### config.mk
export PLATFORM = sky130hd
export DESIGN_NAME = wb_arbiter_flat
export DESIGN_NICKNAME = d
export VERILOG_FILES = /design/src/rtl/wb_arbiter_if.sv /design/src/rtl/wb_arbiter.sv /design/src/flat_wrapper.sv
export SDC_FILE = /design/constraint.sdc
export NUM_CORES = 1
export LEC_CHECK = 0
export ABC_CLOCK_PERIOD_IN_PS = 5350
export CAP_MARGIN = 30
export CORE_MARGIN = 4
export CORE_UTILIZATION = 40
export DETAILED_ROUTE_END_ITERATION = 7
export PLACE_DENSITY_LB_ADDON = 0.05
export RECOVER_POWER = 50
export SLEW_MARGIN = 30
export SYNTH_ARGS = -nofsm -noshare
export SYNTH_HDL_FRONTEND = slang
export SYNTH_SLANG_ARGS = --single-unit
### constraint.sdc
create_clock -name clk -period 5.35 [get_ports clk]
set_clock_uncertainty 0.2 [all_clocks]
set_input_delay 1.3375 -clock clk [delete_from_list [all_inputs] [get_ports clk]]
set_output_delay 1.3375 -clock clk [all_outputs]
set_load 0.02 [all_outputs]
### src/rtl/wb_arbiter_if.sv
// Write-back arbiter bus: three requester handshakes, hold input, register-file drive.
`timescale 1ns/1ps
interface wb_arbiter_if #(
  parameter int unsigned DW = 64,
  parameter int unsigned AW = 5
);
  logic          ld_valid;
  logic          pc_valid;
  logic          alu_valid;
  logic [AW-1:0] ld_addr;
  logic [AW-1:0] pc_addr;
  logic [AW-1:0] alu_addr;
  logic [DW-1:0] ld_data;
  logic [DW-1:0] pc_data;
  logic [DW-1:0] alu_data;
  logic          ld_ready;
  logic          pc_ready;
  logic          alu_ready;
  logic          wb_hold;
  logic          wb_en;
  logic [AW-1:0] wb_addr;
  logic [DW-1:0] wb_data;
  logic          wb_load;
  logic          wb_pc;
  logic          wb_alu;
  logic [15:0]   conflict_cnt;

  // Requester / pipeline-control side
  modport master (
    output ld_valid, pc_valid, alu_valid,
    output ld_addr, pc_addr, alu_addr,
    output ld_data, pc_data, alu_data,
    output wb_hold,
    input  ld_ready, pc_ready, alu_ready,
    input  wb_en, wb_addr, wb_data, wb_load, wb_pc, wb_alu, conflict_cnt
  );

  // Arbiter side
  modport slave (
    input  ld_valid, pc_valid, alu_valid,
    input  ld_addr, pc_addr, alu_addr,
    input  ld_data, pc_data, alu_data,
    input  wb_hold,
    output ld_ready, pc_ready, alu_ready,
    output wb_en, wb_addr, wb_data, wb_load, wb_pc, wb_alu, conflict_cnt
  );
endinterface

### src/rtl/wb_arbiter.sv
// Round-robin write-back arbiter: load / PC+4 / ALU into one register-file write port.
`timescale 1ns/1ps
module wb_arbiter #(
  parameter int unsigned DW = 64,
  parameter int unsigned AW = 5
) (
  input logic        clk,
  input logic        rstn,
  wb_arbiter_if.slave bus
);

  localparam int unsigned NREQ = 3;
  localparam int unsigned CW   = 16;
  localparam logic [CW-1:0] CNT_MAX = '1;

  // Requester indices; ptr holds the first index searched next cycle
  localparam logic [1:0] IDX_LD  = 2'd0;
  localparam logic [1:0] IDX_PC  = 2'd1;
  localparam logic [1:0] IDX_ALU = 2'd2;

  logic [1:0]      ptr_q,     ptr_d;
  logic            wb_en_q,   wb_en_d;
  logic [AW-1:0]   wb_addr_q, wb_addr_d;
  logic [DW-1:0]   wb_data_q, wb_data_d;
  logic [NREQ-1:0] wb_sel_q,  wb_sel_d;   // {alu, pc, load}
  logic [CW-1:0]   cnt_q,     cnt_d;

  logic [NREQ-1:0] req_c;
  logic [NREQ-1:0] gnt_c;
  logic [1:0]      gnt_idx_c;
  logic            hs_c;
  logic [2:0]      idx_c;
  logic            multi_c;
  logic [AW-1:0]   sel_addr_c;
  logic [DW-1:0]   sel_data_c;

  assign req_c   = {bus.alu_valid, bus.pc_valid, bus.ld_valid};
  assign multi_c = (req_c[0] & req_c[1]) | (req_c[0] & req_c[2]) | (req_c[1] & req_c[2]);

  // Round-robin search starting at ptr; no grant in reset or while held
  always_comb begin
    gnt_c     = '0;
    gnt_idx_c = IDX_LD;
    hs_c      = 1'b0;
    idx_c     = '0;
    if (rstn && !bus.wb_hold) begin
      for (int k = 0; k < int'(NREQ); k++) begin
        idx_c = 3'(ptr_q) + 3'(k);
        if (idx_c >= 3'(NREQ)) idx_c = idx_c - 3'(NREQ);
        if (!hs_c && req_c[idx_c[1:0]]) begin
          gnt_c[idx_c[1:0]] = 1'b1;
          gnt_idx_c         = idx_c[1:0];
          hs_c              = 1'b1;
        end
      end
    end
  end

  // Payload of the granted requester
  always_comb begin
    sel_addr_c = bus.ld_addr;
    sel_data_c = bus.ld_data;
    case (gnt_idx_c)
      IDX_PC: begin
        sel_addr_c = bus.pc_addr;
        sel_data_c = bus.pc_data;
      end
      IDX_ALU: begin
        sel_addr_c = bus.alu_addr;
        sel_data_c = bus.alu_data;
      end
      default: begin
        sel_addr_c = bus.ld_addr;
        sel_data_c = bus.ld_data;
      end
    endcase
  end

  // Next-state: pointer advance, output stage load/idle/hold, contention counter
  always_comb begin
    ptr_d     = ptr_q;
    wb_en_d   = wb_en_q;
    wb_addr_d = wb_addr_q;
    wb_data_d = wb_data_q;
    wb_sel_d  = wb_sel_q;
    cnt_d     = cnt_q;
    if (!bus.wb_hold) begin
      if (hs_c) begin
        ptr_d     = (gnt_idx_c == IDX_ALU) ? IDX_LD : gnt_idx_c + 2'd1;
        wb_addr_d = sel_addr_c;
        wb_data_d = sel_data_c;
        // Writes to x0 complete the handshake but never reach the register file
        wb_en_d   = |sel_addr_c;
        wb_sel_d  = (|sel_addr_c) ? gnt_c : '0;
      end else begin
        wb_en_d  = 1'b0;
        wb_sel_d = '0;
      end
      if (multi_c && (cnt_q != CNT_MAX)) cnt_d = cnt_q + CW'(1);
    end
  end

  // State registers with asynchronous active-low reset
  always_ff @(posedge clk or negedge rstn) begin
    if (!rstn) begin
      ptr_q     <= IDX_LD;
      wb_en_q   <= 1'b0;
      wb_addr_q <= '0;
      wb_data_q <= '0;
      wb_sel_q  <= '0;
      cnt_q     <= '0;
    end else begin
      ptr_q     <= ptr_d;
      wb_en_q   <= wb_en_d;
      wb_addr_q <= wb_addr_d;
      wb_data_q <= wb_data_d;
      wb_sel_q  <= wb_sel_d;
      cnt_q     <= cnt_d;
    end
  end

  assign bus.ld_ready     = gnt_c[IDX_LD];
  assign bus.pc_ready     = gnt_c[IDX_PC];
  assign bus.alu_ready    = gnt_c[IDX_ALU];
  assign bus.wb_en        = wb_en_q;
  assign bus.wb_addr      = wb_addr_q;
  assign bus.wb_data      = wb_data_q;
  assign bus.wb_load      = wb_sel_q[IDX_LD];
  assign bus.wb_pc        = wb_sel_q[IDX_PC];
  assign bus.wb_alu       = wb_sel_q[IDX_ALU];
  assign bus.conflict_cnt = cnt_q;

endmodule

### src/flat_wrapper.sv
// flat-port wrapper written by rule: the top's interface ports become plain ports
module wb_arbiter_flat 
#(
  parameter int unsigned DW = 64,
  parameter int unsigned AW = 5
)
  (clk, rstn, bus_ld_valid, bus_pc_valid, bus_alu_valid, bus_ld_addr, bus_pc_addr, bus_alu_addr, bus_ld_data, bus_pc_data, bus_alu_data, bus_wb_hold, bus_ld_ready, bus_pc_ready, bus_alu_ready, bus_wb_en, bus_wb_addr, bus_wb_data, bus_wb_load, bus_wb_pc, bus_wb_alu, bus_conflict_cnt);
  wb_arbiter_if #(.DW(DW), .AW(AW)) bus_i ();
  input logic clk;
  input logic rstn;
  input wire logic [$bits(bus_i.ld_valid)-1:0] bus_ld_valid;
  input wire logic [$bits(bus_i.pc_valid)-1:0] bus_pc_valid;
  input wire logic [$bits(bus_i.alu_valid)-1:0] bus_alu_valid;
  input wire logic [$bits(bus_i.ld_addr)-1:0] bus_ld_addr;
  input wire logic [$bits(bus_i.pc_addr)-1:0] bus_pc_addr;
  input wire logic [$bits(bus_i.alu_addr)-1:0] bus_alu_addr;
  input wire logic [$bits(bus_i.ld_data)-1:0] bus_ld_data;
  input wire logic [$bits(bus_i.pc_data)-1:0] bus_pc_data;
  input wire logic [$bits(bus_i.alu_data)-1:0] bus_alu_data;
  input wire logic [$bits(bus_i.wb_hold)-1:0] bus_wb_hold;
  output wire logic [$bits(bus_i.ld_ready)-1:0] bus_ld_ready;
  output wire logic [$bits(bus_i.pc_ready)-1:0] bus_pc_ready;
  output wire logic [$bits(bus_i.alu_ready)-1:0] bus_alu_ready;
  output wire logic [$bits(bus_i.wb_en)-1:0] bus_wb_en;
  output wire logic [$bits(bus_i.wb_addr)-1:0] bus_wb_addr;
  output wire logic [$bits(bus_i.wb_data)-1:0] bus_wb_data;
  output wire logic [$bits(bus_i.wb_load)-1:0] bus_wb_load;
  output wire logic [$bits(bus_i.wb_pc)-1:0] bus_wb_pc;
  output wire logic [$bits(bus_i.wb_alu)-1:0] bus_wb_alu;
  output wire logic [$bits(bus_i.conflict_cnt)-1:0] bus_conflict_cnt;
  assign bus_i.ld_valid = bus_ld_valid;
  assign bus_i.pc_valid = bus_pc_valid;
  assign bus_i.alu_valid = bus_alu_valid;
  assign bus_i.ld_addr = bus_ld_addr;
  assign bus_i.pc_addr = bus_pc_addr;
  assign bus_i.alu_addr = bus_alu_addr;
  assign bus_i.ld_data = bus_ld_data;
  assign bus_i.pc_data = bus_pc_data;
  assign bus_i.alu_data = bus_alu_data;
  assign bus_i.wb_hold = bus_wb_hold;
  assign bus_ld_ready = bus_i.ld_ready;
  assign bus_pc_ready = bus_i.pc_ready;
  assign bus_alu_ready = bus_i.alu_ready;
  assign bus_wb_en = bus_i.wb_en;
  assign bus_wb_addr = bus_i.wb_addr;
  assign bus_wb_data = bus_i.wb_data;
  assign bus_wb_load = bus_i.wb_load;
  assign bus_wb_pc = bus_i.wb_pc;
  assign bus_wb_alu = bus_i.wb_alu;
  assign bus_conflict_cnt = bus_i.conflict_cnt;
  wb_arbiter #(.DW(DW), .AW(AW)) u_core (.clk(clk), .rstn(rstn), .bus(bus_i));
endmodule
==> run metrics <==
synthesis warning total 0; Clock Latency Late Sink 0.34 ns; Seq cells post-synth 91; Lkg Pwr 3.47 nW; RSZ-0062 raised after global routing no; final setup fails 0; WHS Path Cells 2; r2r worst-path depth 10; met2 usage 44.6%; Main synth FF type dfrtp_1; quantity of gates resized following cts 0; violated checks max-capacitance violations, max-slew violations; register area share after synthesis 45.0%; Post-CTS Setup Bufs 0; Tcrit/Tclk final 95.6%; CP Cell Sequence clkdlybuf4s50_1, buf_4, nor4bb_1, a31oi_1, o21ai_0, a221oi_1, nor2_1, clkdlybuf4s50_1; DRC errors left 0; Cell Int Power 1.87 mW; initial antenna violation count 0; Mapped Nets 827; DIE AREA 14,500 sq um; worst path required time 3.81 ns; MaxCap Viol Count 1; dpl cells 1,038; Netlist cell types 42; Routed WL 18.4 mm; Cells after Synth 605; dpl hpwl 14.3 mm; share of cells above drive strength 1 4.06%; Via density 5.24; CTS buffer count 9; IO Port Bufs 304; Ports 305; core area 12,200 sq um; die width 120 microns; Max IR drop VDD 0.179 mV; Reg power frac 34.2%; CTS Buffer Depth 2; Clock Sinks 91; CTS Hold Bufs 0; GRT Max-Usage Layer met2; pwr dens 341 nW/um^2; met3 global-route usage 7.58%; status finished, violations left; Combinational Power Share 42.6%; Synth area leaders dfrtp_1 45%, a22oi_1 11%, a21oi_1 6.9%, nand2_1 6.0%, nor2_1 5.8%; Pwr Total 2.91 mW; Final min period 5.11 ns; Slew Limit Fails 43; vias in the first global route 5,634; crit start category input pin; final non-filler cell total 1,054; asr flop ratio synth 100%; worst slew pin tran 2.27 ns; Slew HR -51.4%; nets@finish 1,103; Worst Path Max Fanout 12; synth-to-layout area growth 68.5%; Mean Syn Cell Area 8.37 sq um; cell repeated most along the worst path clkdlybuf4s50_1; worst hold path class reg -> reg; largest net degree at the start of global routing 87; Via Count 5,528; Clock transition at path regs 0.06 ns; clock share of power 23.2%; critical path arrival 3.58 ns; first-pass GRT wire length 28.4 mm; Root Driver clkbuf_16; Worst setup EP type primary output; GRT Overall Usage 24.6%; routing usage on met1 27.4%; Post-Place Worst Slack 0.257 ns; Starting Density 41.4%; sw power 1.04 mW; Post-synth EDFFs 0; GRT overflow 0; Final WS setup 0.237 ns; DR WL/cell 17.5 microns; num rows 40; Post-Syn Area 5060 sq um; H-tree depth 3; Sw Ratio 35.7%; Ant. Diodes 0; Fin. Hold Viols 0; Slowest-stage cell, CP clkdlybuf4s50_1; initial drt markers 409; die extent in y 120 microns; first-pass iteration count of the detailed router 7; Largest stage delay, worst path 0.62 ns; TritonCTS clock tree yes; TNS Setup 0 ns; fmax 196 MHz; Setup CP Type in -> out; RePlAce Congestion 0.899; ANT nets after route 0; post-synth top area cell dfrtp_1; Synth top area share 45.0%
-- sequential cells by signal (all words and copies together) (netlist names) --
| register | flops |
|---|---|
| u_core.bus.wb_en | 1 |
| u_core.bus.wb_data | 64 |
| u_core.bus.wb_addr | 5 |
| u_core.ptr_q | 2 |
| u_core.bus.conflict_cnt | 16 |
| u_core.wb_sel_q | 3 |
-- metal layers --
metal | wire (microns) | part of all wire, %
met2 | 9580 | 52
met1 | 6910 | 38
met5 | 0 | 0
met3 | 1450 | 7.9
met4 | 493 | 2.7
-- cells in the mapped netlist (2+ instances only) --
cell type / count
dfrtp_1: 91
nand2_1: 81
nor2_1: 78
a22oi_1: 71
a21oi_1: 70
o21ai_0: 55
clkbuf_1: 39
o21ai_1: 21
inv_1: 11
ha_1: 9
nand3_1: 8
xnor2_1: 8
xor2_1: 7
buf_2: 5
mux2_4: 5
and3_1: 4
nand2b_1: 4
nand4_1: 4
nor3_1: 4
buf_1: 3
and2_1: 2
and4_1: 2
buf_6: 2
mux2i_1: 2
o2111a_1: 2
-- cell type report --
cell class / instances / area (sq um)
fillers: 1012 / 3680
repair buffers: 314 / 3120
multi-input cells: 454 / 2550
flip-flops and latches: 91 / 2280
clock buffers: 13 / 280
well taps: 168 / 210
clock inverters: 3 / 43.8
inverters: 11 / 41.3
-- worst paths after layout --
kind / start / end / slack, ns
worst min-delay path: u_core.bus.wb_data[59] / u_core.bus.wb_data[59] / 0.27
min in group asynchronous: rstn / u_core.bus.wb_data[40] / 0.98
worst min register to register: u_core.bus.wb_data[59] / u_core.bus.wb_data[59] / 0.27
max in group asynchronous: rstn / u_core.bus.wb_data[39] / 1.38
worst max register to register: u_core.ptr_q[0] / u_core.wb_sel_q[0] / 1.75
worst max-delay path: bus_pc_valid / bus_ld_ready / 0.24
-- cells by family after synthesis --
family	count (synthesis)	synth area share (%)
AND/OR/NAND/NOR	190	15.5
multiplexers	8	2.10
XOR/XNOR	15	2.60
flip-flops	91	45.0
AO/OA/AOI/OAI	231	27.5
buffers and inverters	60	4.87
adder cells (fa/ha/maj)	10	2.45
-- stage by stage --
stage          hold WS, ns  instance area (sq um)  utilization (%)
2_1_floorplan        0.334                   5060                -
3_3_place_gp         0.261                   8210             67.2
3_5_place_dp         0.269                   8210             67.2
4_1_cts              0.284                   8530             69.9
5_1_grt              0.296                   8530             69.8
6_report             0.273                   8530             69.8
-- power groups by stage --
stage	logic (mW)	clock network, mW	registers (mW)
finish	1.24	0.675	0.995
CTS	1.28	0.686	1.00
detailed placement	1.27	0	1.01
global placement	1.26	0	0.999
floorplan	0.364	0	1.23
global route	1.33	0.714	1.02
-- worst max-delay path, delay by kind of cell --
family / cells / cell delay (ns)
buf+inv: 3 / 1.27
compound gates: 3 / 0.48
simple gates: 2 / 0.48
-- layout by cell type (no fill, tap or decap), drive strengths merged, types with 2 or more instances in the layout --
cell             n
xor2             7
o21ai           76
mux2             6
a21oi           70
nand2b           4
nor2            78
buf              9
clkinv           2
clkbuf          15
o31ai            2
and3             4
nand2           81
a22oi           71
nand3            8
dlygate4sd3     46
nand4            4
ha               9
and4             2
o2111a           2
inv             11
dfrtp           91
and2             2
mux2i            2
nor3             4
xnor2            8
clkdlybuf4s50  257
No activity file was read; power rests on OpenSTA's default activity.
